==> src/rtl/multi_edge_detector.sv <==
// Multi-channel glitch-filtered edge detector with sticky event flags and irq.
// Each channel:
//   - filters its input with a stability counter;
//   - runs a 4-state Moore FSM that produces one-cycle rise/fall ticks;
//   - latches mode-qualified ticks into a write-1-to-clear flag.
// Optional macro MULTI_EDGE_DETECTOR_SYNC_EN inserts a SYNC_STAGES-deep
// synchroniser ahead of the filters. Without it, level must already be
// synchronous to clk.

module multi_edge_detector_ch #(
  parameter int FILTER_CYCLES = 4
) (
  input  logic       clk,
  input  logic       reset_n,
  input  logic       s_i,
  input  logic [1:0] mode_i,
  input  logic       evt_clr_i,
  output logic       level_filt_o,
  output logic       rise_tick_o,
  output logic       fall_tick_o,
  output logic       evt_flag_o,
  output logic       evt_nxt_o
);
  localparam int CW = $clog2(FILTER_CYCLES + 1);

  typedef enum logic [1:0] {ZERO, RISE, ONE, FALL} state_e;

  logic          stable_q, stable_d;
  logic [CW-1:0] cnt_q, cnt_d;
  state_e        state_q, state_d;
  logic          evt_q, evt_d, qual;

  // Accept a new level only after FILTER_CYCLES consecutive differing samples.
  always_comb begin
    stable_d = stable_q;
    cnt_d    = '0;
    if (s_i != stable_q) begin
      if (cnt_q == CW'(FILTER_CYCLES - 1)) stable_d = s_i;
      else                                  cnt_d    = cnt_q + 1'b1;
    end
  end

  // Edge FSM: RISE/FALL last one cycle each and may chain directly
  // into each other, so no transition is lost when FILTER_CYCLES is 1.
  always_comb begin
    state_d = state_q;
    case (state_q)
      ZERO:    if (stable_q) state_d = RISE;
      RISE:    state_d = stable_q ? ONE : FALL;
      ONE:     if (!stable_q) state_d = FALL;
      FALL:    state_d = stable_q ? RISE : ZERO;
      default: state_d = ZERO;
    endcase
  end

  assign rise_tick_o  = (state_q == RISE);
  assign fall_tick_o  = (state_q == FALL);
  assign level_filt_o = (state_q == RISE) || (state_q == ONE);

  // Flags latch the visible (registered) ticks; a set wins over a clear.
  assign qual  = (rise_tick_o & mode_i[0]) | (fall_tick_o & mode_i[1]);
  assign evt_d = qual | (evt_q & ~evt_clr_i);

  // Filter, FSM and flag state registers.
  always_ff @(posedge clk or negedge reset_n) begin
    if (!reset_n) begin
      stable_q <= 1'b0;
      cnt_q    <= '0;
      state_q  <= ZERO;
      evt_q    <= 1'b0;
    end else begin
      stable_q <= stable_d;
      cnt_q    <= cnt_d;
      state_q  <= state_d;
      evt_q    <= evt_d;
    end
  end

  assign evt_flag_o = evt_q;
  assign evt_nxt_o  = evt_d;
endmodule

module multi_edge_detector #(
  parameter int N_CH          = 4,
  parameter int FILTER_CYCLES = 4,
  parameter int SYNC_STAGES   = 2
) (
  input  logic              clk,
  input  logic              reset_n,
  input  logic [N_CH-1:0]   level,
  input  logic [2*N_CH-1:0] mode,
  input  logic [N_CH-1:0]   evt_clr,
  output logic [N_CH-1:0]   level_filt,
  output logic [N_CH-1:0]   rise_tick,
  output logic [N_CH-1:0]   fall_tick,
  output logic [N_CH-1:0]   evt_flag,
  output logic              irq
);
  if (N_CH < 1 || FILTER_CYCLES < 1 || SYNC_STAGES < 2) begin : g_bad_param
    $error("multi_edge_detector: illegal parameter value");
  end

  logic [N_CH-1:0] s, evt_nxt;
  logic            irq_q;

`ifdef MULTI_EDGE_DETECTOR_SYNC_EN
  logic [SYNC_STAGES-1:0][N_CH-1:0] sync_q;

  // Per-bit synchroniser chain, cleared on reset.
  always_ff @(posedge clk or negedge reset_n) begin
    if (!reset_n) sync_q <= '0;
    else          sync_q <= {sync_q[SYNC_STAGES-2:0], level};
  end

  assign s = sync_q[SYNC_STAGES-1];
`else
  assign s = level;
`endif

  for (genvar i = 0; i < N_CH; i++) begin : g_ch
    multi_edge_detector_ch #(.FILTER_CYCLES(FILTER_CYCLES)) u_ch (
      .clk          (clk),
      .reset_n      (reset_n),
      .s_i          (s[i]),
      .mode_i       (mode[2*i+1:2*i]),
      .evt_clr_i    (evt_clr[i]),
      .level_filt_o (level_filt[i]),
      .rise_tick_o  (rise_tick[i]),
      .fall_tick_o  (fall_tick[i]),
      .evt_flag_o   (evt_flag[i]),
      .evt_nxt_o    (evt_nxt[i])
    );
  end

  // irq tracks the flags' next state so it rises with the first flag.
  always_ff @(posedge clk or negedge reset_n) begin
    if (!reset_n) irq_q <= 1'b0;
    else          irq_q <= |evt_nxt;
  end

  assign irq = irq_q;
endmodule

==> config.mk <==
export PLATFORM = sky130hd
export DESIGN_NAME = multi_edge_detector
export DESIGN_NICKNAME = d
export VERILOG_FILES = /design/src/rtl/multi_edge_detector.sv
export SDC_FILE = /design/constraint.sdc
export NUM_CORES = 1
export LEC_CHECK = 0
export BUFFER_PORTS_ARGS = -buffer_cell sky130_fd_sc_hd__buf_4
export CAP_MARGIN = 20
export CORE_ASPECT_RATIO = 0.7
export CORE_UTILIZATION = 44
export CTS_BUF_LIST = sky130_fd_sc_hd__clkbuf_4 sky130_fd_sc_hd__clkbuf_8 sky130_fd_sc_hd__clkbuf_16
export DETAILED_ROUTE_END_ITERATION = 6
export MAX_ROUTING_LAYER = met4
export PLACE_DENSITY = 0.67
export SLEW_MARGIN = 20
export SYNTH_ARGS = -nofsm -noshare
export SYNTH_HDL_FRONTEND = slang
export SYNTH_SLANG_ARGS = --single-unit
==> constraint.sdc <==
create_clock -name clk -period 3.2 [get_ports clk]
set_clock_uncertainty 0.15 [all_clocks]
set_input_delay 0.16 -clock clk [delete_from_list [all_inputs] [get_ports clk]]
set_output_delay 0.16 -clock clk [all_outputs]
set_load 0.1 [all_outputs]
==> run_results.csv <==
group,metric,value,unit
global_routing,grt-ovfl-total,0,
floorplanning,die_area,3954,um2
clock_network,postCtsHoldBufs,10,
sta,fin_crit,1.847,ns
critical_path,worstSetupPathType,"reg -> reg",
layout,fin_nets,220,
clock_network,htreeDepth,2,
yosys,yosysTopAreaCell,"dfrtp_1",
clock_network,cts.sink_count,29,
floorplanning,boundaryPins,35,
clock_network,cts.path.max_buffers,2,
sta,relSlewSlack,76.34,%
clock_network,cts_tree,"built",
sta,fmax,0.5414,GHz
route,drt_first_pass_iters,4,
critical_path,start_kind,"flop",
floorplanning,die_w,74.73,um
yosys,yosysWarnings,0,
clock_network,cts-resized-gates,0,
yosys,syn_area_per_cell,11.31,um2
yosys,synthArstFlopShare,100.0,%
layout,syn_to_final_growth,26.19,%
yosys,synth_common_cells,"dfrtp_1 (29), ha_1 (24), buf_4 (16)",
critical_path,path_max_fanout,4,
clock_network,numCtsBuffers,5,
clock_network,cts_root_buf,"clkbuf_8",
route,drc,0,
layout,insertedDiodeCount,0,
layout,drive_gt1_share,26.26,%
floorplanning,die_h,52.91,um
critical_path,worstPathRequired,3.20,ns
floorplanning,num_rows,18,
yosys,synthTopCellsByArea,"dfrtp_1 (45%), ha_1 (18%), buf_4 (7.4%)",
global_routing,grt_pass1_vias,1063,
run_status,run_status,"complete, no violations",
sta,worstMarginPinSlew,0.3549,ns
route,drt.antenna.violating_nets,0,
yosys,ys_seq_elements,29,
place,numPortBuffers,34,
critical_path,startpoint,"g_ch[2].u_ch.state_q[1]",
clock_network,postCtsSetupRepairBufs,0,
global_routing,antenna_found_initial,0,
route,viasPerCell,4.686,
critical_path,worstSetupEndpointType,"flop",
sta,fin_crit_sh,57.72,%
route,vias,1073,
hold_path,hold_path_class,"in -> reg",
global_routing,grt_start_max_net_pins,30,
yosys,synth_top_area_share,44.55,%
floorplanning,initial_core_util,46.07,%
place,gp_congestion,0.8118,
global_routing,grt_pass1_wl,4.574,mm
sta,finalHoldViolations,0,
flow_run,drv_cap,0,
sta,finalSetupViolations,0,
yosys,yosys.cell_count.top_type,"dfrtp_1",
yosys,netlist_instances,144,
route,wl_per_cell,12.35,um
global_routing,grt_usage,16.72,%
critical_path,worst_ep_arrival_time,1.85,ns
yosys,netlist_area,1629,um2
yosys,ys.flop_type,"dfrtp_1",
clock_network,clk_latency,0.27,ns
clock_network,clk_pin_slew_worst_paths,0.06,ns
yosys,ys_types,24,
yosys,synth-edff-count,0,
sta,rsz0062_at_grt,"no",
place,dpl.hpwl,2.226,mm
layout,fill_cells,316,
route,routed_wirelength,2.829,mm
floorplanning,core_area,3536,um2
hold_path,hp-start,"mode[2]",
yosys,synth_nets,186,
yosys,ys_seq_area_share,44.55,%
critical_path,r2r-start,"g_ch[2].u_ch.state_q[1]",
sta,setup_tns,0,ns
sta,drv_slew,0,
route,drt_iter0_drc,23,
==> worst max-delay path, cell delays in order, from the launching register on <==
cell and delay (ns):
dfrtp_1 0.38, inv_1 0.10, ha_1 0.22, a221o_1 0.32, dlygate4sd3_1 0.56
==> registers in the layout, summed over array words and instances, names as in the netlist <==
signal and flops:
g_ch.u_ch.cnt_q 12, g_ch.u_ch.evt_flag_o 4, g_ch.u_ch.stable_q 4, g_ch.u_ch.state_q 8, irq 1
==> final timing paths <==
path	end	slack, ns	cells past startpoint
max	g_ch[2].u_ch.evt_flag_o	1.35	4
min reg2reg	g_ch[0].u_ch.cnt_q[0]	0.29	1
max in group asynchronous	g_ch[2].u_ch.state_q[1]	2.45	2
max reg2reg	g_ch[2].u_ch.evt_flag_o	1.35	4
min in group asynchronous	g_ch[0].u_ch.cnt_q[2]	0.19	2
min	g_ch[1].u_ch.evt_flag_o	0.03	3
==> layer usage <==
| layer | global-route usage, % | up-vias | wire length, um |
|---|---|---|---|
| li1 | - | 542 | - |
| met1 | 19.06 | 513 | 1348 |
| met2 | 27.63 | 14 | 1353 |
| met3 | 5.714 | 4 | 82 |
| met4 | 5.975 | 0 | 44 |
| met5 | - | - | 0 |
==> per-stage QoR <==
step	instance area [um2]	hold slack [ns]	std cells	util [%]	setup WS, ns
finish	2056	0.02556	229	58.14	1.353
global route	2056	0.04211	229	58.14	1.248
CTS	2056	0.01784	229	58.14	1.341
detailed placement	1822	-0.04909	211	51.52	1.329
global placement	1822	-0.04927	211	51.52	1.433
floorplan	1629	-0.2856	144	-	1.481
==> placed cells by master, fill, tap and decap left out, drive strengths merged <==
cell and instances:
nand2 4, a221oi 1, inv 14, nor2 1
or4 1, a221o 1, o32a 3, mux2 5
bufinv 2, mux2i 4, buf 34, nand2b 1
nor3b 6, clkinv 1, dlygate4sd3 10, a22oi 3
ha 24, a21oi 3, dfrtp 29, xnor2 4
nor2b 6, o21ai 7, and3b 1, nor3 7
nor4 1, clkbuf 5, a21o 1
==> cell type report <==
class,count,area [um2],area share [%]
Clock inverter,3,65.06,3.165
Sequential cell,29,725.7,35.30
Clock buffer,5,68.82,3.348
Tap cell,50,62.56,3.043
Multi-Input combinational cell,84,725.7,35.30
Inverter,14,52.55,2.556
Timing Repair Buffer,44,355.3,17.29
==> cells by family after synthesis <==
| kind of cell | count (synthesis) | share of synthesized area, % |
|---|---|---|
| xor gates and xnor gates | 4 | 2.150 |
| DFF | 29 | 44.55 |
| AOI/OAI and AO/OA | 19 | 7.911 |
| muxes | 9 | 5.914 |
| adders and majority gates | 24 | 18.43 |
| and+or+nand+nor | 28 | 10.14 |
| buffers and inverters | 31 | 10.91 |
Power is left out: the tool's default activity adds up to more than one toggle a clock period on the data nets, which glitch-free logic cannot reach.
